`src/rtl/kypd_pkg.sv`:
```
// kypd_pkg: shared constants and types for the keypad-to-UART bridge.
//   KEYMAP   - ASCII byte sent for each key index k = {row,col}
//   uart_state_t - 8N1 transmitter states
//   BIT_DIV / DWELL - defaults for the 12 MHz / 9600 baud / 1 kHz scan build
//   cnt_w()  - counter width helper that never returns zero
package kypd_pkg;

    localparam int CLK_HZ_DEF  = 12000000;
    localparam int BAUD_DEF    = 9600;
    localparam int SCAN_HZ_DEF = 1000;
    localparam int BIT_DIV     = CLK_HZ_DEF / BAUD_DEF;
    localparam int DWELL       = CLK_HZ_DEF / SCAN_HZ_DEF;

    typedef enum logic [1:0] {
        UART_IDLE,
        UART_START,
        UART_DATA,
        UART_STOP
    } uart_state_t;

    // Row-major legend: r0 "123A", r1 "456B", r2 "789C", r3 "0FED"
    localparam logic [7:0] KEYMAP [16] = '{
        8'h31, 8'h32, 8'h33, 8'h41,
        8'h34, 8'h35, 8'h36, 8'h42,
        8'h37, 8'h38, 8'h39, 8'h43,
        8'h30, 8'h46, 8'h45, 8'h44
    };

    function automatic int cnt_w(input int limit);
        return (limit > 1) ? $clog2(limit) : 1;
    endfunction

endpackage

```
`src/rtl/pmod_kypd_tx_uart.sv`:
```
// uart_tx: reusable 8N1 serial transmitter.
//   CLK, RST_N - clock, async active-low reset
//   start      - launch a frame with data (accepted only while idle)
//   data[7:0]  - byte to send, LSB first
//   TX         - serial line, idle high
//   busy       - high for the whole 10*BIT_DIV-cycle frame
module uart_tx
    import kypd_pkg::*;
#(
    parameter int BIT_DIV = kypd_pkg::BIT_DIV
) (
    input  logic       CLK,
    input  logic       RST_N,
    input  logic       start,
    input  logic [7:0] data,
    output logic       TX,
    output logic       busy
);

    localparam int CW = cnt_w(BIT_DIV);

    uart_state_t   state, state_n;
    logic [CW-1:0] cnt, cnt_n;
    logic [2:0]    bit_idx, bit_idx_n;
    logic [7:0]    shreg, shreg_n;
    logic          bit_end;

    assign bit_end = (cnt == CW'(BIT_DIV - 1));

    always_ff @(posedge CLK or negedge RST_N) begin
        if (!RST_N) begin
            state   <= UART_IDLE;
            cnt     <= '0;
            bit_idx <= '0;
            shreg   <= '0;
        end else begin
            state   <= state_n;
            cnt     <= cnt_n;
            bit_idx <= bit_idx_n;
            shreg   <= shreg_n;
        end
    end

    always_comb begin
        state_n   = state;
        cnt_n     = cnt;
        bit_idx_n = bit_idx;
        shreg_n   = shreg;
        TX        = 1'b1;
        busy      = (state != UART_IDLE);
        case (state)
            UART_IDLE: begin
                if (start) begin
                    state_n = UART_START;
                    cnt_n   = '0;
                    shreg_n = data;
                end
            end
            UART_START: begin
                TX = 1'b0;
                if (bit_end) begin
                    cnt_n     = '0;
                    bit_idx_n = '0;
                    state_n   = UART_DATA;
                end else begin
                    cnt_n = cnt + 1'b1;
                end
            end
            UART_DATA: begin
                TX = shreg[0];
                if (bit_end) begin
                    cnt_n     = '0;
                    shreg_n   = shreg >> 1;
                    bit_idx_n = bit_idx + 3'd1;
                    if (bit_idx == 3'd7) state_n = UART_STOP;
                end else begin
                    cnt_n = cnt + 1'b1;
                end
            end
            UART_STOP: begin
                if (bit_end) begin
                    cnt_n   = '0;
                    state_n = UART_IDLE;
                end else begin
                    cnt_n = cnt + 1'b1;
                end
            end
            default: state_n = UART_IDLE;
        endcase
    end

endmodule

```
`src/rtl/pmod_kypd_tx.sv`:
```
// pmod_kypd_tx: scans a 4x4 Pmod keypad, debounces it, and sends one ASCII
// byte over UART for every new key press.
//   CLK, RST_N - clock, async active-low reset
//   COL[3:0]   - column drive, active low, one column low at a time
//   ROW[3:0]   - row sense, active low, asynchronous
//   TX         - UART 8N1 serial out
//   KEYS[15:0] - debounced key-down mask, bit k = {row,col}
//   TX_BUSY    - UART frame in progress
module pmod_kypd_tx
    import kypd_pkg::*;
#(
    parameter int CLK_HZ     = 12000000,
    parameter int BAUD       = 9600,
    parameter int SCAN_HZ    = 1000,
    parameter int DEB_SWEEPS = 4
) (
    input  logic        CLK,
    input  logic        RST_N,
    output logic [3:0]  COL,
    input  logic [3:0]  ROW,
    output logic        TX,
    output logic [15:0] KEYS,
    output logic        TX_BUSY
);

    localparam int BDIV      = CLK_HZ / BAUD;
    localparam int DWELL_CYC = CLK_HZ / SCAN_HZ;
    localparam int DCW       = cnt_w(DWELL_CYC);
    localparam int SCW       = cnt_w(DEB_SWEEPS);

    logic [3:0]     row_s1, row_s2;
    logic [DCW-1:0] dwell_cnt;
    logic [1:0]     col_idx;
    logic [15:0]    snap, snap_new, prev_snap, pending, rise, pend_clr;
    logic [SCW-1:0] stable_cnt, stable_nxt;
    logic           dwell_end, sweep_end, keys_load;
    logic           launch, uart_busy;
    logic [7:0]     launch_byte;

    assign COL       = ~(4'b0001 << col_idx);
    assign dwell_end = (dwell_cnt == DCW'(DWELL_CYC - 1));
    assign sweep_end = dwell_end && (col_idx == 2'd3);

    // Current column's rows merged into the snapshot; only committed on dwell_end.
    always_comb begin
        snap_new = snap;
        for (int r = 0; r < 4; r++)
            snap_new[{r[1:0], col_idx}] = ~row_s2[r];
    end

    // Count of consecutive identical sweeps, saturating at the accept threshold.
    always_comb begin
        stable_nxt = '0;
        if (snap_new == prev_snap)
            stable_nxt = (stable_cnt == SCW'(DEB_SWEEPS - 1)) ? stable_cnt : stable_cnt + 1'b1;
    end

    assign keys_load = sweep_end && (stable_nxt == SCW'(DEB_SWEEPS - 1));
    assign rise      = keys_load ? (snap_new & ~KEYS) : 16'h0000;

    // Lowest pending index wins; descending loop so the last hit is the lowest.
    always_comb begin
        pend_clr    = '0;
        launch      = 1'b0;
        launch_byte = KEYMAP[0];
        if (!uart_busy && pending != 16'h0000) begin
            launch = 1'b1;
            for (int k = 15; k >= 0; k--) begin
                if (pending[k]) begin
                    pend_clr    = 16'd1 << k;
                    launch_byte = KEYMAP[k];
                end
            end
        end
    end

    always_ff @(posedge CLK or negedge RST_N) begin
        if (!RST_N) begin
            row_s1     <= 4'hF;
            row_s2     <= 4'hF;
            dwell_cnt  <= '0;
            col_idx    <= '0;
            snap       <= '0;
            prev_snap  <= '0;
            stable_cnt <= '0;
            KEYS       <= '0;
            pending    <= '0;
        end else begin
            row_s1 <= ROW;
            row_s2 <= row_s1;
            if (dwell_end) begin
                dwell_cnt <= '0;
                col_idx   <= col_idx + 2'd1;
                snap      <= snap_new;
            end else begin
                dwell_cnt <= dwell_cnt + 1'b1;
            end
            if (sweep_end) begin
                prev_snap  <= snap_new;
                stable_cnt <= stable_nxt;
            end
            if (keys_load) KEYS <= snap_new;
            // A new press landing on the bit being dispatched keeps it pending.
            pending <= (pending & ~pend_clr) | rise;
        end
    end

    uart_tx #(.BIT_DIV(BDIV)) u_uart (
        .CLK   (CLK),
        .RST_N (RST_N),
        .start (launch),
        .data  (launch_byte),
        .TX    (TX),
        .busy  (uart_busy)
    );

    assign TX_BUSY = uart_busy;

endmodule

```
`config.mk`:
```
export PLATFORM = sky130hd
export DESIGN_NAME = pmod_kypd_tx
export DESIGN_NICKNAME = d
export VERILOG_FILES = /design/src/rtl/kypd_pkg.sv /design/src/rtl/pmod_kypd_tx_uart.sv /design/src/rtl/pmod_kypd_tx.sv
export SDC_FILE = /design/constraint.sdc
export NUM_CORES = 1
export LEC_CHECK = 0
export BUFFER_PORTS_ARGS = -buffer_cell sky130_fd_sc_hd__clkbuf_2
export CAP_MARGIN = 20
export CORE_UTILIZATION = 40
export CTS_CLUSTER_DIAMETER = 30
export CTS_CLUSTER_SIZE = 16
export DETAILED_ROUTE_END_ITERATION = 6
export HOLD_SLACK_MARGIN = 0.12
export PLACE_DENSITY = 0.58
export SLEW_MARGIN = 10
export SYNTH_ARGS = -nofsm -noshare
export SYNTH_HDL_FRONTEND = slang
export SYNTH_SLANG_ARGS = --single-unit
```
`constraint.sdc`:
```
create_clock -name CLK -period 2.3 [get_ports CLK]
set_input_delay 0.46 -clock CLK [delete_from_list [all_inputs] [get_ports CLK]]
set_output_delay 0.46 -clock CLK [all_outputs]
set_load 0.01 [all_outputs]
```
# Word level (Yosys, flattened, before mapping)
# Cells that the tools add are included.
# op_classes
add_sub_neg	5
n_lt_le_gt_ge	8
eq_ne	15
shift	1
mux	67
bitwise_logic	10
n_reduce_logical	17
# op_table
operator	n
$mux W16	18
$mux W8	18
$bwmux W16	4
$and A16 B16 Y16	2
$not A16 Y16	2
$mux W11	2
$pmux W11 S2	1
$eq A16 B16 Y1	1
$or A16 B16 Y16	1
$pmux W8 S2	1
$reduce_bool A16 Y1	1
$add A14 B1 Y14 const B	1
$eq A14 B14 Y1 const B	1
$mux W14	1
$mux W2	7
$add A11 B1 Y11 const B	1
$eq A11 B11 Y1 const B	1
$eq A2 B2 Y1 const B	5
$lt A4 B5 Y1 const B	2
$demux W1 S2	4
$ge A4 B1 Y1 const B	2
$ne A2 B1 Y1 const B	4
$pmux W2 S4	1
$logic_and A1 B1 Y1	7
other kinds (23)	35
# word_totals
regBits	114
input_bits	6
elab_cells	136

# Longest topological paths before layout
# logic_depth
word_depth	20
mapped_depth	9
ltp_nobuf	8

# Cells and area by module
# A second synthesis with hierarchy kept.
# hier_totals
hier_cells	551
area_unflattened_um2	5586.6
# by_module_without_submodules
module	n_inst	cells_each	area_per_inst_um2
pmod_kypd_tx	1	419	4194.0
uart_tx	1	132	1392.6

# Least setup slack after synthesis
# No wires, ideal clock.
# synth_timing
path_type	register to register
start	reg col_idx[0]
end	reg pending[15]
setup_ps	95
t_arrival_ps	2112
required_time_ps	2205
slack_ps	93
path_stages_with_launch	10
period_less_slack_ps	2207
path_cell_list	dfrtp_1 inv_1 ha_1 inv_2 mux2i_2 xnor2_1 nor4_4 nand4_4 buf_6 o31ai_1
# synth_between
elab_chain_cells	14
elab_cells_between_ends	33
cone_classes	8 x order compare; 3 x eq/ne; 14 x mux; 2 x bitwise; 6 x reduce/logical
# synth_rtl
item	line	text
from (decl)	pmod_kypd_tx.sv:33	logic [1:0] col_idx;
from (signal assigned)	pmod_kypd_tx.sv:93	col_idx <= col_idx + 2'd1;
$lt A2 B5 Y1 (implied by the code) or $ge A2 B1 Y1 (tied branches)	pmod_kypd_tx.sv:48	snap_new[{r[1:0], col_idx}] = ~row_s2[r];
$logic_and A1 B1 Y1 (implied by the code)	pmod_kypd_tx.sv:48	
$mux W1 (implied by the code)	pmod_kypd_tx.sv:48	
$demux W1 S2	pmod_kypd_tx.sv:48	
$bwmux W16 (4 in a row)	pmod_kypd_tx.sv:48	
$eq A16 B16 Y1	pmod_kypd_tx.sv:54	if (snap_new == prev_snap)
$mux W2	pmod_kypd_tx.sv:54	
$eq A2 B2 Y1	pmod_kypd_tx.sv:58	assign keys_load = sweep_end && (stable_nxt == SCW'(DEB_SWEEPS - 1));
$logic_and A1 B1 Y1	pmod_kypd_tx.sv:58	
$mux W16 (*)	pmod_kypd_tx.sv:59	assign rise = keys_load ? (snap_new & ~KEYS) : 16'h0000;
$or A16 B16 Y16 (*)	pmod_kypd_tx.sv:104	pending <= (pending & ~pend_clr) | rise;
to (signal assigned)	pmod_kypd_tx.sv:104	
to (decl)	pmod_kypd_tx.sv:34	logic [15:0] snap, snap_new, prev_snap, pending, rise, pend_clr;
# Every way passes the cells marked *; elsewhere a longest branch is shown, timed or not.
# A chain may end at the register's enable or synchronous reset.

# Final worst setup path
# layout_timing
start	reg col_idx[1]
end	reg KEYS[11]
# layout_between
elab_chain_cells	12
elab_cells_between_ends	30
cone_classes	8 x order compare; 3 x eq/ne; 13 x mux; 6 x reduce/logical
# layout_rtl
item	line	text
$lt A2 B5 Y1 (implied by the code) or $ge A2 B1 Y1 (tied branches)	pmod_kypd_tx.sv:48	
$logic_and A1 B1 Y1 (implied by the code)	pmod_kypd_tx.sv:48	
$mux W1 (implied by the code)	pmod_kypd_tx.sv:48	
$demux W1 S2	pmod_kypd_tx.sv:48	
$bwmux W16 (4 in a row)	pmod_kypd_tx.sv:48	
$eq A16 B16 Y1	pmod_kypd_tx.sv:54	
$mux W2	pmod_kypd_tx.sv:54	
$eq A2 B2 Y1	pmod_kypd_tx.sv:58	
$logic_and A1 B1 Y1	pmod_kypd_tx.sv:58	
to (signal assigned)	pmod_kypd_tx.sv:102	if (keys_load) KEYS <= snap_new;
to (decl)	pmod_kypd_tx.sv:22	output logic [15:0] KEYS,
# Several ways; a longest one is shown, not always the timed one.

==> summary.md <==
| Metric | Value |
|---|---|
| Worst-Margin Slew | 0.631 ns |
| Via Count | 4175 |
| Syn Std Cell Area | 5500 um^2 |
| P per Cell Area | 747 nW/um^2 |
| First-pass GRT wire length | 20900 um |
| Seq cells post-synth | 113 |
| # diodes | 0 |
| Starting DRT DRC Count | 230 |
| Sum of negative setup slack | -0.646 ns |
| Max Cap Violations | 0 |
| CP max-delay cell | dfrtp_1 |
| Final Hold Fails | 0 |
| GRT Overall Usage | 19.2% |
| Fin crit period | 2.40 ns |
| Antenna Nets Post-Route | 0 |
| Final setup vio count | 12 |
| Grt met2 use | 30.3% |
| Ys Warns | 0 |
| Post-route cell area | 7310 um^2 |
| DRC Markers | 0 |
| CTS Buf Count | 17 |
| DR pass1 iterations | 4 |
| DP HPWL | 8120 um |
| Predominant post-synthesis flop cell | dfrtp_1 |
| Sink Count | 113 |
| Synth unique cells | 49 |
| Wirelength per Cell | 15.8 um |
| H-Tree Depth | 4 |
| Post-route setup slack | -0.0987 ns |
| Largest net degree at the start of global routing | 114 |
| Final Cycle Share | 104% |
| Most Crowded Layer GR | met2 |
| Clock Power Share | 61.6% |
| Most used cell, CP | buf_6 |
| Crit path cell chain | buf_6 > ha_4 > buf_6 > inv_8 > mux2i_4 > xnor2_2 > nor4_4 > nand4_4 > buf_12 > buf_16 > mux2i_2 |
| Crit Path Class | flip-flop to flip-flop |
| Final Core Density | 54.8% |
| RSZ-0062 raised after global routing | true |
| Full die area | 14200 um^2 |
| Area delta synth->final | 33.0% |
| Io pins | 28 |
| Ratio of cells with drive above 1 in the final layout | 27.5% |
| Peak supply drop | 0.820 mV |
| Sw frac | 18.5% |
| Total power | 5.46 mW |
| Placed insts | 756 |
| Met1 usage | 24.8% |
| Core area | 13300 um^2 |
| Asr flop ratio synth | 100% |
| Die Wd | 119 um |
| Worst-path fanout max | 8 |
| Placed instance area | 6010 um^2 |
| Clock root buffer | clkbuf_16 |
| Commonest non-fill, non-tap cells in the layout | dfrtp_1, nor2_1, nand2_1, o21ai_0, a21oi_1 |
| Initial core utilization | 41.2% |
| Critical Path AT | 2.73 ns |
| Fin nets | 636 |
| Status | finished with violations |
| Violated checks | setup timing |
| Post-synthesis net count | 563 |
| Grt met3 use | 5.80% |
| Internal power | 4.45 mW |
| Commonest non-fill, non-tap cell in the layout | dfrtp_1 |
| CP required | 2.63 ns |
| Clock tree from TritonCTS | done |
| Reg2reg path depth | 11 |
| Rows | 42 |
| Worst-skew pair later-pin latency | 0.42 ns |
| Die span in y | 119 um |
| Sequential power share | 36.8% |
| Initial antenna violation count | 0 |
| Clock Path Buffers | 2 |
| Syn Inst Count | 543 |
| Port bufs | 27 |
| Via density | 5.19 |
| Clk pin slew, worst setup/hold paths | 0.06 ns |
| GR Overflow Total | 0 |
| Seq/Total Area, Yosys | 51.6% |
| Switching power | 1.01 mW |
| Clock Skew | 0.00694 ns |
| Fin cells | 805 |
| Critical Path Sink Type | flip-flop |
| Max Slew Vio Count | 0 |
| Leakage power total | 3.38 nW |
| Routed WL | 12700 um |
| Syn avg cell area | 10.1 um^2 |
| Worst hold path type | primary input to asynchronous set/reset pin |
| FMAX | 417 MHz |
| Max_slew headroom | 57.9% |
| Post-synth EDFFs | 0 |
| Gpl congestion | 0.790 |
| Comb pwr share | 1.7% |
| Vias in the first global route | 4199 |
| Critical Path Start Type | flip-flop |
| CP max stage delay | 0.41 ns |
[registers in the layout (all words and copies together), names as in the netlist]
name,count
u_uart.state,2
row_s1,4
dwell_cnt,14
prev_snap,16
stable_cnt,2
row_s2,4
KEYS,16
pending,16
snap,16
u_uart.bit_idx,3
col_idx,2
u_uart.cnt,11
u_uart.shreg,7
[area by class of cell]
cell class	count	area, um^2
Clock inverter	13	303
Multi-Input combinational cell	379	2810
Timing Repair Buffer	71	546
Fill cell	1171	6030
Inverter	34	148
Tap cell	176	220
Sequential cell	113	2840
Clock buffer	19	453
[power groups by stage]
stage	Clock, mW	Combinational [mW]	Sequential, mW
2_1_floorplan	0	0.0183	2.04
3_3_place_gp	0	0.0762	2.04
3_5_place_dp	0	0.0782	2.04
4_1_cts	3.42	0.0877	2.01
5_1_grt	3.51	0.103	2.01
6_report	3.37	0.0906	2.01
[layer usage]
| metal | share of wire, % | vias up |
|---|---|---|
| li1 | - | 2040 |
| met1 | 44 | 2046 |
| met2 | 49 | 74 |
| met3 | 5.1 | 15 |
| met4 | 1.6 | 0 |
| met5 | 0 | - |
[critical path, delay by kind of cell (launching register included)]
family,cells,cell delay [ns]
xor+xnor,1,0.11
fa+ha+maj,1,0.17
buf+inv,5,0.63
flops,1,0.41
mux,2,0.45
simple gates,2,0.54
[timing repair]
action | in CTS | in global routing
buffers inserted | 9 | 4
resized for setup | 45 | 31
pin swaps | 9 | 10
endpoints found under the setup margin | 40 | 49
hold buffers | 4 | 0
cloned | 2 | 0
endpoints found under the hold margin | 4 | 0
[cell usage after synthesis, types with 3 or more instances]
library cell / number / area, um^2
o31ai_1: 20 / 150
ha_1: 14 / 175
mux2i_1: 23 / 230
nor4_4: 4 / 85.1
nand2b_1: 18 / 113
inv_2: 4 / 15.0
buf_6: 3 / 33.8
dfstp_2: 8 / 210
nor4_1: 6 / 37.5
nor2b_1: 8 / 50.1
nor2_1: 48 / 180
and3_1: 14 / 87.6
nand2_1: 45 / 169
a21oi_1: 43 / 215
xor2_1: 8 / 70.1
dfrtp_1: 105 / 2630
inv_1: 30 / 113
o31ai_2: 6 / 75.1
nor3_1: 7 / 35.0
or4_1: 3 / 22.5
nand3_1: 11 / 55.1
xnor2_1: 12 / 105
or3_1: 4 / 25.0
o21ai_0: 44 / 220
clkbuf_1: 12 / 45.0
or2_2: 3 / 18.8
and2_1: 9 / 56.3
[logic make-up after synthesis]
group                      share of synthesized area, %
AOI/OAI and AO/OA                                  14.3
xor gates and xnor gates                           3.18
adders and majority gates                          3.18
buffers and inverters                              3.94
DFF                                                51.6
muxes                                              5.10
and+or+nand+nor                                    18.7
[metrics by stage]
stage / hold WS, ns / setup slack (ns)
finish: 0.105 / -0.0987
global route: 0.154 / -0.185
floorplan: 0.164 / 0.0925
CTS: 0.155 / -0.0403
detailed placement: 0.347 / -0.170
global placement: 0.346 / -0.181
[path summary, 6_finish.rpt]
kind	slack [ns]	endpoint	start
worst max-delay path	-0.1	KEYS[11]	col_idx[1]
worst min-delay path	0.11	u_uart.cnt[2]	RST_N
worst max register to register	-0.1	KEYS[11]	col_idx[1]
worst min register to register	0.35	row_s2[0]	row_s1[0]
max in group asynchronous	1.68	col_idx[0]	RST_N
min in group CLK	0.35	row_s2[0]	row_s1[0]
No activity file was read; power rests on OpenSTA's default activity.
